--- src/rtl/noc_stats_pkg.sv ---
`default_nettype none
// +----------------------------------------------------------------------------+
// | Package     : noc_stats_pkg                                                 |
// | Description : Shared types and constants for the NoC sink statistics        |
// |               stages: latency type, per-source statistics record, throttle  |
// |               LFSR taps and the packet-framing state encoding.              |
// | Revision    : 1.0 - initial release                                         |
// +----------------------------------------------------------------------------+
package noc_stats_pkg;

  // Widths of the default monitor configuration (64-bit tdata, 32-bit stamp).
  localparam int unsigned LAT_WIDTH   = 32;
  localparam int unsigned STAT_CNT_W  = 32;
  localparam int unsigned STAT_SUM_W  = 48;

  typedef logic [LAT_WIDTH-1:0] latency_t;

  typedef struct packed {
    logic [STAT_CNT_W-1:0] count;
    logic [STAT_SUM_W-1:0] sum;
    latency_t              min;
    latency_t              max;
  } lat_stats_t;

  // Right-shifting Galois form of x^16 + x^14 + x^13 + x^11 + 1.
  localparam logic [15:0] LFSR_TAPS    = 16'hB400;
  localparam latency_t    LAT_MIN_INIT = '1;

  typedef enum logic [0:0] {
    ST_HEAD = 1'b0,
    ST_BODY = 1'b1
  } frame_state_e;

  function automatic logic [15:0] lfsr_step(input logic [15:0] s);
    return (s >> 1) ^ (s[0] ? LFSR_TAPS : 16'h0000);
  endfunction

endpackage
`default_nettype wire

--- src/rtl/axis_latency_monitor_if.sv ---
`default_nettype none
// +----------------------------------------------------------------------------+
// | Interface   : axis_latency_monitor_if                                       |
// | Description : AXI-Stream bundle (tvalid/tready/tdata/tlast/tid/tdest).      |
// |               master drives the payload, slave drives tready.               |
// | Revision    : 1.0 - initial release                                         |
// +----------------------------------------------------------------------------+
interface axis_latency_monitor_if #(
  parameter int unsigned TDATA_WIDTH = 64,
  parameter int unsigned TDEST_WIDTH = 4,
  parameter int unsigned TID_WIDTH   = 2
);
  logic                   tvalid;
  logic                   tready;
  logic [TDATA_WIDTH-1:0] tdata;
  logic                   tlast;
  logic [TID_WIDTH-1:0]   tid;
  logic [TDEST_WIDTH-1:0] tdest;

  modport master (output tvalid, tdata, tlast, tid, tdest, input  tready);
  modport slave  (input  tvalid, tdata, tlast, tid, tdest, output tready);
endinterface
`default_nettype wire

--- src/rtl/axis_lfsr_throttle.sv ---
`default_nettype none
// +----------------------------------------------------------------------------+
// | Module      : axis_lfsr_throttle                                            |
// | Description : Pseudo-random tready generator. A 16-bit Galois LFSR advances |
// |               every cycle; tready is registered as lfsr >= stall_load, so   |
// |               stall_load=0 never stalls and 65535 almost always stalls.     |
// | Ports       : clk, rst_n (sync, active-low), stall_load_i[15:0], tready_o   |
// | Revision    : 1.0 - initial release                                         |
// +----------------------------------------------------------------------------+
module axis_lfsr_throttle
  import noc_stats_pkg::*;
#(
  parameter logic [15:0] SEED = 16'hACE1
) (
  input  logic        clk,
  input  logic        rst_n,
  input  logic [15:0] stall_load_i,
  output logic        tready_o
);

  logic [15:0] lfsr_q, lfsr_d;
  logic        rst_n_q;
  logic        tready_q, tready_d;

  assign lfsr_d   = lfsr_step(lfsr_q);
  // rst_n_q holds tready low for the first cycle out of reset.
  assign tready_d = rst_n_q && (lfsr_q >= stall_load_i);

  always_ff @(posedge clk) begin
    if (!rst_n) begin
      lfsr_q   <= SEED;
      rst_n_q  <= 1'b0;
      tready_q <= 1'b0;
    end else begin
      lfsr_q   <= lfsr_d;
      rst_n_q  <= 1'b1;
      tready_q <= tready_d;
    end
  end

  assign tready_o = tready_q;

endmodule
`default_nettype wire

--- src/rtl/axis_latency_monitor.sv ---
`default_nettype none
// +----------------------------------------------------------------------------+
// | Module      : axis_latency_monitor                                          |
// | Description : AXI-Stream sink with pseudo-random backpressure and per-source|
// |               packet latency statistics (count, sum, min, max). Latency is  |
// |               ticks minus the head-flit timestamp in tdata[TDATA_WIDTH/2-1:0]|
// | Ports       : clk, rst_n        - clock, sync active-low reset              |
// |               ticks             - shared free-running tick counter          |
// |               stall_load        - backpressure probability (65535 = max)    |
// |               measure_en        - statistics window, sampled on head flits  |
// |               axis_in           - AXI-Stream slave bundle                   |
// |               pkt_count/lat_sum/lat_min/lat_max - per-source statistics     |
// |               total_flits       - every accepted flit (wraps)               |
// |               error             - sticky bad tdest / out-of-range tid       |
// | Revision    : 1.0 - initial release                                         |
// +----------------------------------------------------------------------------+
module axis_latency_monitor
  import noc_stats_pkg::*;
#(
  parameter int unsigned TDATA_WIDTH = 64,
  parameter int unsigned TDEST_WIDTH = 4,
  parameter int unsigned TID_WIDTH   = 2,
  parameter int unsigned NUM_SOURCES = 4,
  parameter int unsigned TDEST       = 0,
  parameter int unsigned COUNT_WIDTH = 32,
  parameter int unsigned SUM_WIDTH   = 48,
  parameter logic [15:0] SEED        = 16'hACE1
) (
  input  logic                                        clk,
  input  logic                                        rst_n,
  input  logic [TDATA_WIDTH/2-1:0]                    ticks,
  input  logic [15:0]                                 stall_load,
  input  logic                                        measure_en,
  axis_latency_monitor_if.slave                       axis_in,
  output logic [NUM_SOURCES-1:0][COUNT_WIDTH-1:0]     pkt_count,
  output logic [NUM_SOURCES-1:0][SUM_WIDTH-1:0]       lat_sum,
  output logic [NUM_SOURCES-1:0][TDATA_WIDTH/2-1:0]   lat_min,
  output logic [NUM_SOURCES-1:0][TDATA_WIDTH/2-1:0]   lat_max,
  output logic [COUNT_WIDTH-1:0]                      total_flits,
  output logic                                        error
);

  localparam int unsigned c_LAT_W = TDATA_WIDTH / 2;

  axis_lfsr_throttle #(.SEED(SEED)) u_throttle (
    .clk          (clk),
    .rst_n        (rst_n),
    .stall_load_i (stall_load),
    .tready_o     (axis_in.tready)
  );

  logic               w_accept;
  logic               w_head;
  logic               w_tid_ok;
  logic               w_bad;
  logic [c_LAT_W-1:0] w_lat;
  logic               w_unused;

  assign w_accept = axis_in.tvalid && axis_in.tready;
  assign w_tid_ok = 32'(axis_in.tid) < NUM_SOURCES;
  assign w_bad    = (axis_in.tdest != TDEST_WIDTH'(TDEST)) || !w_tid_ok;
  // Modular subtraction absorbs tick-counter wrap.
  assign w_lat    = ticks - axis_in.tdata[c_LAT_W-1:0];
  assign w_unused = ^axis_in.tdata[TDATA_WIDTH-1:c_LAT_W];

  // ---------------- packet framing ----------------
  frame_state_e state_q, state_d;

  always_ff @(posedge clk) begin
    if (!rst_n) state_q <= ST_HEAD;
    else        state_q <= state_d;
  end

  always_comb begin
    state_d = state_q;
    w_head  = 1'b0;
    case (state_q)
      ST_HEAD: begin
        if (w_accept) begin
          w_head = 1'b1;
          if (!axis_in.tlast) state_d = ST_BODY;
        end
      end
      ST_BODY: begin
        if (w_accept && axis_in.tlast) state_d = ST_HEAD;
      end
      default: state_d = ST_HEAD;
    endcase
  end

  // ---------------- stage 1: capture head sample ----------------
  logic                 s1_valid_q, s1_valid_d;
  logic [TID_WIDTH-1:0] s1_tid_q;
  logic [c_LAT_W-1:0]   s1_lat_q;

  assign s1_valid_d = w_head && measure_en && w_tid_ok;

  always_ff @(posedge clk) begin
    if (!rst_n) begin
      s1_valid_q <= 1'b0;
      s1_tid_q   <= '0;
      s1_lat_q   <= '0;
    end else begin
      s1_valid_q <= s1_valid_d;
      s1_tid_q   <= axis_in.tid;
      s1_lat_q   <= w_lat;
    end
  end

  // ---------------- flit counter and sticky error ----------------
  logic [COUNT_WIDTH-1:0] total_flits_q;
  logic                   error_q;

  always_ff @(posedge clk) begin
    if (!rst_n) begin
      total_flits_q <= '0;
      error_q       <= 1'b0;
    end else if (w_accept) begin
      total_flits_q <= total_flits_q + COUNT_WIDTH'(1);
      if (w_bad) error_q <= 1'b1;
    end
  end

  assign total_flits = total_flits_q;
  assign error       = error_q;

  // ---------------- stage 2: per-source statistics ----------------
  // Each source owns its registers and reads its own previous value, so
  // consecutive heads from one tid update on consecutive cycles safely.
  for (genvar i = 0; i < NUM_SOURCES; i++) begin : g_src
    logic [COUNT_WIDTH-1:0] count_q;
    logic [SUM_WIDTH-1:0]   sum_q;
    logic [c_LAT_W-1:0]     min_q;
    logic [c_LAT_W-1:0]     max_q;
    logic                   w_hit;
    logic [SUM_WIDTH:0]     w_sum_ext;

    assign w_hit     = s1_valid_q && (s1_tid_q == TID_WIDTH'(i));
    assign w_sum_ext = {1'b0, sum_q} + (SUM_WIDTH + 1)'(s1_lat_q);

    always_ff @(posedge clk) begin
      if (!rst_n) begin
        count_q <= '0;
        sum_q   <= '0;
        min_q   <= '1;
        max_q   <= '0;
      end else if (w_hit) begin
        if (count_q != '1) count_q <= count_q + COUNT_WIDTH'(1);
        sum_q <= w_sum_ext[SUM_WIDTH] ? '1 : w_sum_ext[SUM_WIDTH-1:0];
        if (s1_lat_q < min_q) min_q <= s1_lat_q;
        if (s1_lat_q > max_q) max_q <= s1_lat_q;
      end
    end

    assign pkt_count[i] = count_q;
    assign lat_sum[i]   = sum_q;
    assign lat_min[i]   = min_q;
    assign lat_max[i]   = max_q;
  end

endmodule
`default_nettype wire

--- src/flat_wrapper.sv ---
// flat-port wrapper written by rule: the top's interface ports become plain ports
module axis_latency_monitor_flat import noc_stats_pkg::*;
#(
  parameter int unsigned TDATA_WIDTH = 64,
  parameter int unsigned TDEST_WIDTH = 4,
  parameter int unsigned TID_WIDTH   = 2,
  parameter int unsigned NUM_SOURCES = 4,
  parameter int unsigned TDEST       = 0,
  parameter int unsigned COUNT_WIDTH = 32,
  parameter int unsigned SUM_WIDTH   = 48,
  parameter logic [15:0] SEED        = 16'hACE1
)
  (clk, rst_n, ticks, stall_load, measure_en, pkt_count, lat_sum, lat_min, lat_max, total_flits, error, axis_in_tvalid, axis_in_tdata, axis_in_tlast, axis_in_tid, axis_in_tdest, axis_in_tready);
  axis_latency_monitor_if #(.TDATA_WIDTH(TDATA_WIDTH), .TDEST_WIDTH(TDEST_WIDTH), .TID_WIDTH(TID_WIDTH)) axis_in_i ();
  input  logic clk;
  input  logic rst_n;
  input  logic [TDATA_WIDTH/2-1:0] ticks;
  input  logic [15:0] stall_load;
  input  logic measure_en;
  output logic [NUM_SOURCES-1:0][COUNT_WIDTH-1:0] pkt_count;
  output logic [NUM_SOURCES-1:0][SUM_WIDTH-1:0] lat_sum;
  output logic [NUM_SOURCES-1:0][TDATA_WIDTH/2-1:0] lat_min;
  output logic [NUM_SOURCES-1:0][TDATA_WIDTH/2-1:0] lat_max;
  output logic [COUNT_WIDTH-1:0] total_flits;
  output logic error;
  input wire logic [$bits(axis_in_i.tvalid)-1:0] axis_in_tvalid;
  input wire logic [$bits(axis_in_i.tdata)-1:0] axis_in_tdata;
  input wire logic [$bits(axis_in_i.tlast)-1:0] axis_in_tlast;
  input wire logic [$bits(axis_in_i.tid)-1:0] axis_in_tid;
  input wire logic [$bits(axis_in_i.tdest)-1:0] axis_in_tdest;
  output wire logic [$bits(axis_in_i.tready)-1:0] axis_in_tready;
  assign axis_in_i.tvalid = axis_in_tvalid;
  assign axis_in_i.tdata = axis_in_tdata;
  assign axis_in_i.tlast = axis_in_tlast;
  assign axis_in_i.tid = axis_in_tid;
  assign axis_in_i.tdest = axis_in_tdest;
  assign axis_in_tready = axis_in_i.tready;
  axis_latency_monitor #(.TDATA_WIDTH(TDATA_WIDTH), .TDEST_WIDTH(TDEST_WIDTH), .TID_WIDTH(TID_WIDTH), .NUM_SOURCES(NUM_SOURCES), .TDEST(TDEST), .COUNT_WIDTH(COUNT_WIDTH), .SUM_WIDTH(SUM_WIDTH), .SEED(SEED)) u_core (.clk(clk), .rst_n(rst_n), .ticks(ticks), .stall_load(stall_load), .measure_en(measure_en), .axis_in(axis_in_i), .pkt_count(pkt_count), .lat_sum(lat_sum), .lat_min(lat_min), .lat_max(lat_max), .total_flits(total_flits), .error(error));
endmodule
--- config.mk ---
export PLATFORM = sky130hd
export DESIGN_NAME = axis_latency_monitor_flat
export DESIGN_NICKNAME = d
export VERILOG_FILES = /design/src/rtl/noc_stats_pkg.sv /design/src/rtl/axis_latency_monitor_if.sv /design/src/rtl/axis_lfsr_throttle.sv /design/src/rtl/axis_latency_monitor.sv /design/src/flat_wrapper.sv
export SDC_FILE = /design/constraint.sdc
export NUM_CORES = 2
export LEC_CHECK = 0
export ABC_AREA = 1
export ABC_CLOCK_PERIOD_IN_PS = 2550
export BUFFER_PORTS_ARGS = -buffer_cell sky130_fd_sc_hd__buf_4
export CELL_PAD_IN_SITES_DETAIL_PLACEMENT = 1
export CELL_PAD_IN_SITES_GLOBAL_PLACEMENT = 1
export CORE_ASPECT_RATIO = 1.75
export CORE_MARGIN = 2
export CORE_UTILIZATION = 41
export CTS_CLUSTER_DIAMETER = 150
export DETAILED_ROUTE_END_ITERATION = 8
export GPL_TIMING_DRIVEN = 1
export PLACE_DENSITY = 0.89
export SETUP_SLACK_MARGIN = 0.3
export SLEW_MARGIN = 10
export SYNTH_ARGS = -nofsm -noshare
export SYNTH_HDL_FRONTEND = slang
export SYNTH_SLANG_ARGS = --single-unit
export TNS_END_PERCENT = 10
--- constraint.sdc ---
create_clock -name clk -period 2.55 [get_ports clk]
set_input_delay 0.3825 -clock clk [delete_from_list [all_inputs] [get_ports clk]]
set_output_delay 0.3825 -clock clk [all_outputs]
set_load 0.05 [all_outputs]
Word-level counts from Yosys, hierarchy flattened
Index checks and enable logic that the tools add are counted.
{"block": "op_classes", "n_reduce_logical": 23, "n_eq_ne": 7, "muxes": 12, "order_cmp": 9, "n_addsub": 10, "bitwise_logic": 2}
{"operator": "$add 48x32->49", "n": 4}
{"operator": "$mux 48", "n": 4}
{"operator": "$add 32x1->32 const B", "n": 5}
{"operator": "$gt 32x32->1", "n": 4}
{"operator": "$lt 32x32->1", "n": 4}
{"operator": "$ne 32x32->1 const B", "n": 4}
{"operator": "$sub 32x32->32", "n": 1}
{"operator": "$reduce_and 2->1", "n": 13}
{"operator": "$ge 16x16->1", "n": 1}
{"operator": "$mux 16", "n": 1}
{"operator": "$xor 15x16->16", "n": 1}
{"operator": "$logic_and 1x1->1", "n": 8}
{"operator": "$mux 1", "n": 6}
{"operator": "$eq 2x2->1 const B", "n": 2}
{"operator": "$reduce_bool 4->1", "n": 1}
{"operator": "$eq 2x1->1 const B", "n": 1}
{"operator": "$logic_not 2->1", "n": 1}
{"operator": "$pmux 1 s2", "n": 1}
{"operator": "$not 1->1", "n": 1}
{"block": "word_totals", "input_bits": 123, "elab_cells": 88, "regBits": 663}

Longest topological paths before layout
{"block": "logic_depth", "ltp_word": 4, "depth_mapped": 16}

Hierarchy
From an unflattened synthesis, not the netlist that was laid out.
{"block": "unflattened", "cells_unflattened": 7079, "hier_area_um2": 45723.9}
{"mod": "axis_latency_monitor", "seq_area_each_um2": 12912.4, "n_inst": 1, "cells_each": 6956, "area_per_inst_um2": 44777.9}
{"mod": "axis_lfsr_throttle", "seq_area_each_um2": 360.3, "n_inst": 1, "cells_each": 123, "area_per_inst_um2": 945.9}

Worst setup path before layout
Ideal clock, no wire load.
{"block": "synth_timing", "kind": "flip-flop to flip-flop", "from": "reg u_core.g_src[3].sum_q[0]", "to": "reg u_core.g_src[3].sum_q[10]", "required_ns": 2.420, "path_slack_ns": 0.140, "arrival_time_ns": 2.280, "path_stages_with_launch": 16, "period_less_slack_ns": 2.410, "cell_sequence": "dfxtp_1 > ha_1 > fa_1 > nand2_1 > nand3_1 > nand3_1 > nand2_2 > nand2_1 > nand2_2 > nand3_2 > nand2_2 > nand2_2 > nand2_4 > inv_4 > buf_12 > a21oi_4"}
{"block": "synth_between", "elab_chain_len": 2}
{"item": "from (decl)", "line_no": "axis_latency_monitor.sv:132", "rtl": "logic [SUM_WIDTH-1:0] sum_q;"}
{"item": "from (signal assigned)", "line_no": "axis_latency_monitor.sv:149", "rtl": "sum_q <= w_sum_ext[SUM_WIDTH] ? '1 : w_sum_ext[SUM_WIDTH-1:0];"}
{"item": "$add 48x32->49", "line_no": "axis_latency_monitor.sv:139", "rtl": "assign w_sum_ext = {1'b0, sum_q} + (SUM_WIDTH + 1)'(s1_lat_q);"}
{"item": "$mux 48", "line_no": "axis_latency_monitor.sv:149"}
No other way between the ends.
A chain may end at the register's enable or synchronous reset.

Final worst setup path
{"block": "layout_timing", "from": "reg u_core.s1_lat_q[0]", "to": "reg u_core.g_src[1].max_q[1]"}
{"block": "layout_between", "elab_chain_len": 2}
{"item": "from (decl)", "line_no": "axis_latency_monitor.sv:94", "rtl": "logic [c_LAT_W-1:0] s1_lat_q;"}
{"item": "from (signal assigned)", "line_no": "axis_latency_monitor.sv:106", "rtl": "s1_lat_q <= w_lat;"}
{"item": "$gt 32x32->1", "line_no": "axis_latency_monitor.sv:151", "rtl": "if (s1_lat_q > max_q) max_q <= s1_lat_q;"}
{"item": "$reduce_and 2->1 (no line)"}
{"item": "to (signal assigned)", "line_no": "axis_latency_monitor.sv:151"}
{"item": "to (decl)", "line_no": "axis_latency_monitor.sv:134", "rtl": "logic [c_LAT_W-1:0] max_q;"}
No other way between the ends.

==> metrics.md <==
| Metric | Value |
|---|---|
| Status | complete, but fails checks |
| Failing checks | design-rule violations, negative setup slack |
| Router iterations before antenna repair | 9 |
| Post-layout min period | 3620 ps |
| Max VDD drop | 0.5132 mV |
| Placer Congestion | 0.9895 |
| Setup Skew | 64.85 ps |
| Pin count of the biggest net entering global routing | 90 |
| Clk_lat worst skew | 780 ps |
| Post-Synth Simple-Gate Area | 33.75% |
| Final setup fails | 265 |
| Drt wl/cell | 29.47 um |
| # clock sinks | 663 |
| Async SR Flop Fraction | 0% |
| Via density | 6.144 |
| Sequential cell fraction of total power | 33.8% |
| Area grow syn2layout | 35.24% |
| Max-cap violations | 0 |
| Synth Flop Type | dfxtp_1 |
| Seq/Total Area, Yosys | 27.65% |
| Leak | 30.98 nW |
| Register bit total from synthesis | 663 |
| Number of antenna violations at the first check in global routing | 33 |
| Worst EP arrival | 4180 ps |
| Slew HR | 28.44% |
| Most frequent cell after synthesis | nand2_1 |
| Share of post-route cells with drive strength above 1 | 23.42% |
| Top cell type's share of synthesized area | 27.65% |
| Vias | 61,375 |
| Sw Ratio | 35.43% |
| Cell depth of the worst flop-to-flop path | 16 |
| Synth top area cells | dfxtp_1 28%, nand2_1 14%, ha_1 11%, inv_1 8.4%, nor2_1 6.8% |
| Worst-margin pin slew | 1069 ps |
| WP data required | 3110 ps |
| Startpoint class of the critical path | register |
| Final Hold Viols | 0 |
| Non-Filler Instances | 9,990 |
| RSZ-0062 raised after global routing | true |
| Hold WC Path Type | input pin to register |
| Syn_area_per_cell | 6.465 um^2 |
| Ys Warns | 0 |
| Full die area | 119,900 um^2 |
| Die height | 456.7 um |
| Synth unique cells | 64 |
| Max frequency | 276.3 MHz |
| Final Core Density | 55.72% |
| CTS Root Cell | clkbuf_16 |
| Synthesized area | 48,010 um^2 |
| CTS H-tree depth | 3 |
| Largest family of logic cells by synthesized area | simple AND/OR/NAND/NOR gates |
| Setup crit end | u_core.g_src[1].max_q[1]$_SDFFE_PN0P_ |
| # fillers | 14,911 |
| Net count after synthesis | 7,986 |
| Setup CP Type | register to register |
| Sum of negative setup slack | -108,050 ps |
| Synth Area in XOR/XNOR | 2.828% |
| Initial core utilization | 41.20% |
| Mux cell area share after synthesis | 0% |
| Core ar. | 116,500 um^2 |
| Routed Antenna Nets | 0 |
| Clock transition at path regs | 80 ps |
| Critical R2R Capture | u_core.g_src[1].max_q[1]$_SDFFE_PN0P_ |
| Hold Startpoint | ticks[13] |
| Detailed Route WL | 294.4 mm |
| GR Overflow Total | 0 |
| Total GRT Usage | 41.82% |
| Critical path peak fanout | 8 |
| Critical Path Start | u_core.s1_lat_q[0]$_SDFF_PN0_ |
| Power Total | 31.53 mW |
| Max-slew violation count | 0 |
| Number of global-route vias before repair | 61,716 |
| Worst R2R Setup Slack | -1070 ps |
| CTS tree | built |
| Drt drc | 32 |
| Top cells by instance count after synthesis | 1,817 x nand2_1, 1,069 x inv_1, 866 x nor2_1 |
| Worst R2R Start | u_core.s1_lat_q[0]$_SDFF_PN0_ |
| # nets final | 8,957 |
| Final WS setup | -1070 ps |
| Internal Power | 20.36 mW |
| Min Hold Slack | 25.69 ps |
| I/O Pins | 733 |
| CTS Buf Count | 75 |
| Combinational share of power | 26.6% |
| Adder-cell share of the synthesized area | 11.47% |
| Synth Area in Compound Gates | 13.52% |
| Synth Instances | 7,426 |
| DP Cell Count | 9,691 |
| Maximum clock insertion buffer count | 3 |
| Detailed Place HPWL | 182.1 mm |
| Die W | 262.7 um |
| Psw | 11.17 mW |
| Number of synthesized flops with an enable pin | 0 |
| Cell taking the most area after synthesis | dfxtp_1 |
| DRT iter0 DRCs | 6,955 |
| # rows | 166 |
| Pwr/cell area | 485.6 nW/um^2 |
| PortBufs | 700 |
| First-pass GRT wire length | 382.9 mm |
| Clk pwr share | 39.6% |
| Final cycle utilization of the critical path | 141.9% |
| Critical path endpoint category | register |
==> cell usage in the layout (no fill, tap or decap), types with 27 or more instances in the layout <==
cell type  synthesis  routed
nand2_1         1817    1705
inv_1           1069    1062
buf_4              4     944
nor2_1           866     780
dfxtp_1          663     596
a21oi_1          614     503
nand3_1          552     486
ha_1             432     345
o21ai_0          272     262
nand4_1          213     213
nor3_1           143     134
nand2_2           21     115
a21oi_2           23     114
buf_12             3      94
clkbuf_16          0      90
nor2_2            16      86
xnor2_1           83      82
a21oi_4           58      78
ha_4               0      73
xor2_1            72      72
nand3_2            7      52
dfxtp_2            0      46
o21ai_1           26      33
o21bai_1          31      29
nor4_1            33      29
buf_6              5      28
diode_2            0      27
==> power by group through the flow <==
stage	Combinational (mW)	Clock, mW	Sequential (mW)
6_report	8.37	12.5	10.7
5_1_grt	8.50	12.8	10.7
4_1_cts	6.41	12.3	10.7
3_5_place_dp	5.33	0	10.9
3_3_place_gp	5.11	0	10.9
2_1_floorplan	2.63	0	11.1
==> per-stage QoR <==
stage | area, um^2 | setup slack, ps
5_1_grt | 64870 | -1062
3_3_place_gp | 57140 | -0.3040
6_report | 64920 | -1070
3_5_place_dp | 57140 | -100.5
4_1_cts | 62430 | 147.1
2_1_floorplan | 48060 | 284.7
==> cell type report <==
class	instances	area, um^2	area share, %
multi-input cells	5448	32470	50.01
flip-flops and latches	663	13410	20.65
repair buffers	1114	10310	15.88
inverters	1094	4158	6.404
clock buffers	102	2162	3.330
well taps	1512	1892	2.914
clock inverters	29	447.9	0.6900
diodes	27	67.56	0.1041
repair inverters	1	8.758	0.01349
==> state kept, by name, indices dropped and copies added, names as in the netlist, named ones only <==
signal,cells
u_core.s1_valid_q,1
u_core.error,1
u_core.s1_tid_q,2
u_core.total_flits,32
u_core.g_src.sum_q,192
u_core.g_src.min_q,128
u_core.g_src.count_q,128
u_core.u_throttle.tready_o,1
u_core.u_throttle.lfsr_q,16
u_core.s1_lat_q,32
u_core.g_src.max_q,128
u_core.u_throttle.rst_n_q,1
==> critical path, cell delays in order, from the launching register on <==
cell,delay [ps]
dfxtp_4,370
buf_12,160
inv_6,250
ha_1,260
inv_1,90
a21oi_1,190
o21ai_1,110
nand2_1,170
nand2_1,120
nand2_2,140
nand2_2,110
nand2_4,120
nand2_8,90
buf_12,170
nand3_1,80
nand2_1,90
nor2_1,830
==> worst min path at each step <==
stage                                       endpoint  depth (start not counted)
6_report              u_core.s1_lat_q[13]$_SDFF_PN0_                          3
5_1_grt                u_core.s1_lat_q[4]$_SDFF_PN0_                          3
4_1_cts                u_core.s1_lat_q[5]$_SDFF_PN0_                          3
3_5_place_dp   u_core.u_throttle.tready_o$_SDFF_PN0_                          2
3_3_place_gp            u_core.s1_valid_q$_SDFF_PN0_                          1
2_1_floorplan           u_core.s1_valid_q$_SDFF_PN0_                          1
==> cells by family after synthesis <==
family | after synthesis
buf+inv | 1317
simple gates | 3760
compound gates | 1094
flops | 663
xor+xnor | 155
fa+ha+maj | 437
==> repair_timing <==
item                                    4_1_cts  5_1_grt
hold endpoints to repair                      5        0
gates resized for setup                     309      420
hold buffers                                  6        0
endpoints found under the setup margin      465      543
cloned                                       17       16
pin swaps                                    61       95
setup buffers                                70       32
==> layer usage <==
| layer | up-vias | part of all wire [%] | GRT usage [%] |
|---|---|---|---|
| met5 | - | 0.32 | 0 |
| li1 | 26092 | - | - |
| met3 | 2063 | 13 | 12.37 |
| met2 | 4195 | 44 | 71.81 |
| met1 | 28971 | 31 | 41.24 |
| met4 | 54 | 12 | 35.84 |
Note: power is estimated with default switching activity, not from simulation.
